==> config.mk <==
export PLATFORM = sky130hd
export DESIGN_NAME = idelay_multi_set_ctrl
export DESIGN_NICKNAME = d
export VERILOG_FILES = /design/src/rtl/idelay_multi_set_ctrl.sv
export SDC_FILE = /design/constraint.sdc
export NUM_CORES = 1
export LEC_CHECK = 0
export BUFFER_PORTS_ARGS = -buffer_cell sky130_fd_sc_hd__buf_2
export CORE_MARGIN = 3
export CORE_UTILIZATION = 40
export CTS_BUF_LIST = sky130_fd_sc_hd__clkbuf_16
export CTS_CLUSTER_SIZE = 24
export DETAILED_ROUTE_END_ITERATION = 10
export GPL_TIMING_DRIVEN = 0
export PLACE_DENSITY_LB_ADDON = 0.3
export SKIP_LAST_GASP = 1
export SLEW_MARGIN = 15
export SYNTH_ARGS = -nofsm -noshare
export SYNTH_HDL_FRONTEND = slang
export SYNTH_SLANG_ARGS = --single-unit
==> constraint.sdc <==
create_clock -name clk160_i -period 8.4 [get_ports clk160_i]
set_input_delay 0 -clock clk160_i [delete_from_list [all_inputs] [get_ports clk160_i]]
set_output_delay 0 -clock clk160_i [all_outputs]
set_load 0.01 [all_outputs]
==> src/rtl/idelay_multi_set_ctrl.sv <==
// Shared sequencer that walks NCH IDELAY tap values toward their targets in bounded steps.
// Define IDELAY_VERIFY_EN to add the sticky readback check (verify_err_o).
module idelay_multi_set_ctrl #(
    parameter int unsigned NCH      = 4,
    parameter int unsigned W        = 9,
    parameter int unsigned MAX_STEP = 8,
    parameter int unsigned SETTLE   = 4
) (
    input  logic             clk160_i,
    input  logic             rstb_i,
    input  logic [NCH*W-1:0] delay_target_i,
    input  logic [NCH*W-1:0] delay_out_i,
    output logic [NCH*W-1:0] delay_set_value_o,
    output logic [NCH-1:0]   delay_wr_o,
    output logic [NCH-1:0]   delay_ready_o,
    output logic             all_ready_o,
    output logic             busy_o,
    output logic [NCH-1:0]   verify_err_o,
    input  logic             err_clr_i
);
    localparam int unsigned PW = (NCH > 1) ? $clog2(NCH) : 1;
    localparam int unsigned CW = $clog2(SETTLE + 1);
    localparam logic [PW-1:0] PtrLast = PW'(NCH - 1);
    localparam logic [CW-1:0] CntLoad = CW'(SETTLE - 1);
    localparam logic [W:0] StepMaxU = (W + 1)'(MAX_STEP);

    typedef enum logic [2:0] {StIdle, StCapture, StCalc, StWrite, StSettle} state_e;

    state_e           state_q;
    logic [PW-1:0]    ptr_q;
    logic [W-1:0]     rd_hold_q;
    logic [W-1:0]     wr_hold_q;
    logic [CW-1:0]    cnt_q;
    logic [NCH*W-1:0] set_q;
    logic [NCH-1:0]   wr_q;
    logic             busy_q;

    logic [PW-1:0]    ptr_next;
    logic [W-1:0]     out_sel;
    logic [W-1:0]     tgt_sel;
    logic signed [W:0] diff;
    logic signed [W:0] step;
    logic [W:0]       diff_abs;
    logic [W-1:0]     calc_val;

    for (genvar c = 0; c < NCH; c++) begin : g_ready
        assign delay_ready_o[c] = (delay_target_i[c*W +: W] == delay_out_i[c*W +: W]);
    end
    assign all_ready_o = &delay_ready_o;

    always_comb begin
        ptr_next = (ptr_q == PtrLast) ? '0 : ptr_q + 1'b1;
        out_sel  = delay_out_i[ptr_q*W +: W];
        tgt_sel  = delay_target_i[ptr_q*W +: W];
        diff     = $signed({1'b0, wr_hold_q}) - $signed({1'b0, rd_hold_q});
        diff_abs = diff[W] ? unsigned'(-diff) : unsigned'(diff);
        step     = diff;
        if (MAX_STEP != 0 && diff_abs >= StepMaxU) begin
            step = diff[W] ? -$signed(StepMaxU) : $signed(StepMaxU);
        end
        // Target is always in range, so the clamped sum never wraps.
        calc_val = rd_hold_q + step[W-1:0];
    end

`ifdef IDELAY_VERIFY_EN
    logic [NCH-1:0] err_q;
    logic           verify_hit;

    assign verify_hit = (state_q == StSettle) && (cnt_q == '0) &&
                        (out_sel != set_q[ptr_q*W +: W]);

    always_ff @(posedge clk160_i) begin
        if (!rstb_i) begin
            err_q <= '0;
        end else begin
            if (err_clr_i) err_q <= '0;
            if (verify_hit) err_q[ptr_q] <= 1'b1;
        end
    end
    assign verify_err_o = err_q;
`else
    logic unused_err_clr;
    assign unused_err_clr = err_clr_i;
    assign verify_err_o   = '0;
`endif

    always_ff @(posedge clk160_i) begin
        if (!rstb_i) begin
            state_q   <= StIdle;
            ptr_q     <= '0;
            rd_hold_q <= '0;
            wr_hold_q <= '0;
            cnt_q     <= '0;
            set_q     <= '0;
            wr_q      <= '0;
            busy_q    <= 1'b0;
        end else begin
            wr_q <= '0;
            case (state_q)
                StIdle: begin
                    if (!delay_ready_o[ptr_q]) begin
                        state_q <= StCapture;
                        busy_q  <= 1'b1;
                    end else begin
                        ptr_q <= ptr_next;
                    end
                end
                StCapture: begin
                    rd_hold_q <= out_sel;
                    wr_hold_q <= tgt_sel;
                    state_q   <= StCalc;
                end
                StCalc: begin
                    set_q[ptr_q*W +: W] <= calc_val;
                    wr_q[ptr_q]         <= 1'b1;
                    state_q             <= StWrite;
                end
                StWrite: begin
                    cnt_q   <= CntLoad;
                    state_q <= StSettle;
                end
                StSettle: begin
                    if (cnt_q == '0) begin
                        ptr_q   <= ptr_next;
                        busy_q  <= 1'b0;
                        state_q <= StIdle;
                    end else begin
                        cnt_q <= cnt_q - 1'b1;
                    end
                end
                default: state_q <= StIdle;
            endcase
        end
    end

    assign delay_set_value_o = set_q;
    assign delay_wr_o        = wr_q;
    assign busy_o            = busy_q;
endmodule

==> impl_metrics.py <==
metrics = {
    "run_status": {
        "outcome": "completed",
    },
    "placed_design": {
        "place_congestion": 0.9641,
        "hpwl_microns": 10840,
        "portBuffers": 118,
        "post-place-ws_ps": 3740,
        "place_inst": 779,
    },
    "sta": {
        "fin_ws_ps": 3694,
        "skew_ps": 11.13,
        "worst_pin_slew_ps": 749.3,
        "setup_tns_ps": 0,
        "setup_viol": 0,
        "slew_violations": 0,
        "finalHoldViolCount": 0,
        "maxSlewHeadroom_pct": 49.59,
        "fin_crit_sh_pct": 56.02,
        "fmax_mhz": 212.5,
        "rsz0062_at_grt": "no",
        "finalCriticalPeriod_ps": 4706,
    },
    "clock_network": {
        "clk_path_buf_depth": 2,
        "clock-sinks": 67,
        "clock_latency_ps": 320,
        "postCtsResizedCells": 0,
        "cts_buffers": 9,
        "clock-root-buffer": "clkbuf_16",
        "hold_buffers": 0,
        "cts_tree": "built",
        "htree_levels": 3,
        "path_clk_slew_ps": 60,
        "postCtsSetupBuffers": 0,
    },
    "pwr": {
        "irDropWorstVdd_v": 0.0001145,
        "power_density_nw_per_um2": 173.9,
        "p_leak_nw": 2.471,
    },
    "layout": {
        "num_antenna_cells": 0,
        "drive_gt1_share_pct": 27.63,
        "final_cells": 795,
        "synthToLayoutAreaGrowth_pct": 23.18,
        "final_common_cell": "buf_2",
        "finalNetCount": 755,
        "most-common-layout-cells": "buf_2 (128), dfxtp_1 (67), nand2_1 (57)",
    },
    "route": {
        "dr.first_iter.drc_count": 195,
        "via_count": 4324,
        "detail-route-antenna-nets": 0,
        "vias_per_cell": 5.439,
        "drcViolationCount": 0,
        "drt_wl_total_microns": 13210,
        "drt_pre_antenna_iters": 4,
        "routedWlPerCell_microns": 16.62,
    },
    "critical_path": {
        "cp_max_fo": 5,
        "r2r_cells": 18,
        "worstSetupPathType": "reg2reg",
        "critPathCaptureType": "flip-flop",
        "worstPathRequired_ps": 8650,
        "startpoint": "rd_hold_q[0]$_SDFFE_PN0P_",
        "cp_data_arrival_time_ps": 4960,
        "cp-start-kind": "flip-flop",
        "worstReg2RegStart": "rd_hold_q[0]$_SDFFE_PN0P_",
    },
    "flow_run": {
        "max_cap_viol_count": 0,
    },
    "floorplanning": {
        "die-area_sq_um": 12930,
        "die_x_microns": 113.7,
        "fp.dieH_microns": 113.7,
        "pin_count": 125,
        "rows": 38,
        "initial_utilization_pct": 41.90,
        "core_sq_um": 11080,
    },
    "synthesis": {
        "netlist_area_sq_um": 4642,
        "yosys.area_share.simple_pct": 21.35,
        "ys_top_cells_by_area": "dfxtp_1 (29%), mux4_2 (9.2%), xor2_1 (7.9%)",
        "synth.top_cell.area_share_pct": 28.89,
        "yosysWarnings": 0,
        "synth.area.mux_share_pct": 9.677,
        "synth_fa_ha_area_share_pct": 8.410,
        "synth_area_leader_cell": "dfxtp_1",
        "syn-instance-count": 518,
        "synth_xor_area_share_pct": 9.057,
        "ys_seq_area_share_pct": 28.89,
        "synth_top_family_by_area": "simple AND/OR/NAND/NOR gates",
        "ys_types": 62,
        "synth_compound_area_share_pct": 17.25,
        "synth-edff-count": 0,
        "synthArstFlopShare_pct": 0,
        "ys_ff_latch": 67,
        "ys.flop_type": "dfxtp_1",
        "postSynthAreaPerCell_sq_um": 8.961,
    },
    "hold_path": {
        "holdPathStages": 4,
        "hold_start": "rstb_i",
        "hp-class": "in2reg",
    },
    "global_routing": {
        "grt_overflow": 0,
        "first_global_vias": 4246,
        "grt_max_degree": 14,
        "grt_usage_pct": 20.69,
        "grt_pass1_wl_microns": 21250,
        "antenna_found_initial": 0,
    },
}
through the flow:
step | hold WS (ps) | instance area [sq um] | power (W) | util, %
after detailed placement | 403.4 | 5419 | 0.0006215 | 48.92
after CTS | 168.4 | 5718 | 0.001001 | 51.62
after global placement | 403.9 | 5419 | 0.0006156 | 48.92
after floorplan | 304.0 | 4653 | 0.0005388 | -
final | 192.0 | 5718 | 0.0009944 | 51.62
after global routing | 203.4 | 5718 | 0.001049 | 51.62
power by group:
group / total [W] / internal (W) / switching, W
registers: 0.000339 / 0.000330 / 0.00000870
logic: 0.000278 / 0.000115 / 0.000162
clock network: 0.000378 / 0.000231 / 0.000147
worst paths after layout:
kind | endpoint | slack [ps]
setup reg to reg | delay_set_value_o[35]$_SDFFE_PN0P_ | 3690
setup / recovery | delay_set_value_o[35]$_SDFFE_PN0P_ | 3690
hold reg to reg | wr_hold_q[5]$_SDFFE_PN0P_ | 460
hold / removal | delay_set_value_o[17]$_SDFFE_PN0P_ | 190
worst max-delay path, stage by stage (launching register included):
cell and delay, ps:
dfxtp_1 420, ha_1 200, inv_1 50, fa_1 410
a211oi_1 380, nor2_1 110, xor2_1 160, a2111oi_0 350
nand4_1 270, o32ai_1 220, ha_1 230, inv_1 50
fa_1 400, nor2b_1 180, o2111ai_1 150, a31oi_1 290
nor3_1 130, or4_1 510, o211ai_1 120
flip-flops by register name, indices dropped and copies added (netlist names):
name and count:
state_q 3, delay_set_value_o 36, rd_hold_q 9, busy_o 1
delay_wr_o 4, wr_hold_q 9, ptr_q 2, cnt_q 3
cell usage after synthesis, types with 2 or more instances:
cell type / n
nor3_1: 11
nor4_1: 7
o211a_1: 2
mux4_2: 19
inv_1: 27
a21o_1: 5
dfxtp_1: 67
a22oi_1: 26
clkbuf_1: 15
nor2_1: 20
a311o_1: 4
a21boi_0: 20
nand3_1: 18
o32ai_1: 3
nor2b_1: 30
nand2b_1: 5
and2_1: 2
o2111ai_1: 3
nand2_1: 57
o211ai_1: 5
or4_1: 5
buf_4: 5
nand3b_1: 2
o22ai_1: 2
fa_1: 2
ha_1: 28
and3_1: 8
o31ai_1: 2
a21oi_1: 9
buf_2: 10
nand2_2: 3
o21ai_0: 9
nand4_1: 5
o21a_1: 7
or3_1: 2
xnor2_1: 6
xor2_1: 42
per-layer routing:
metal | global-route usage, % | vias up | wire [microns]
met1 | 26.08 | 2016 | 5852
met3 | 4.403 | 23 | 830
li1 | - | 2122 | -
met5 | 0 | - | 0
met2 | 35.26 | 163 | 6191
met4 | 6.731 | 0 | 339
cell type report:
| cell class | instances | area (sq um) |
|---|---|---|
| fill | 1034 | 5360 |
| clock inverter | 7 | 73.82 |
| timing repair buffer | 118 | 590.6 |
| tap | 140 | 175.2 |
| buffer | 30 | 143.9 |
| multi-input combinational | 397 | 3067 |
| inverter | 27 | 101.3 |
| clock buffer | 9 | 225.2 |
| sequential | 67 | 1341 |
kinds of logic (layout without fill, tap and decap cells):
group	Yosys count	count (layout)
simple gates	186	186
compound gates	108	108
flops	67	67
buf+inv	57	191
xor+xnor	48	48
fa+ha+maj	30	30
mux	21	21
other cells	1	4
(Power assumes the default switching activity.)
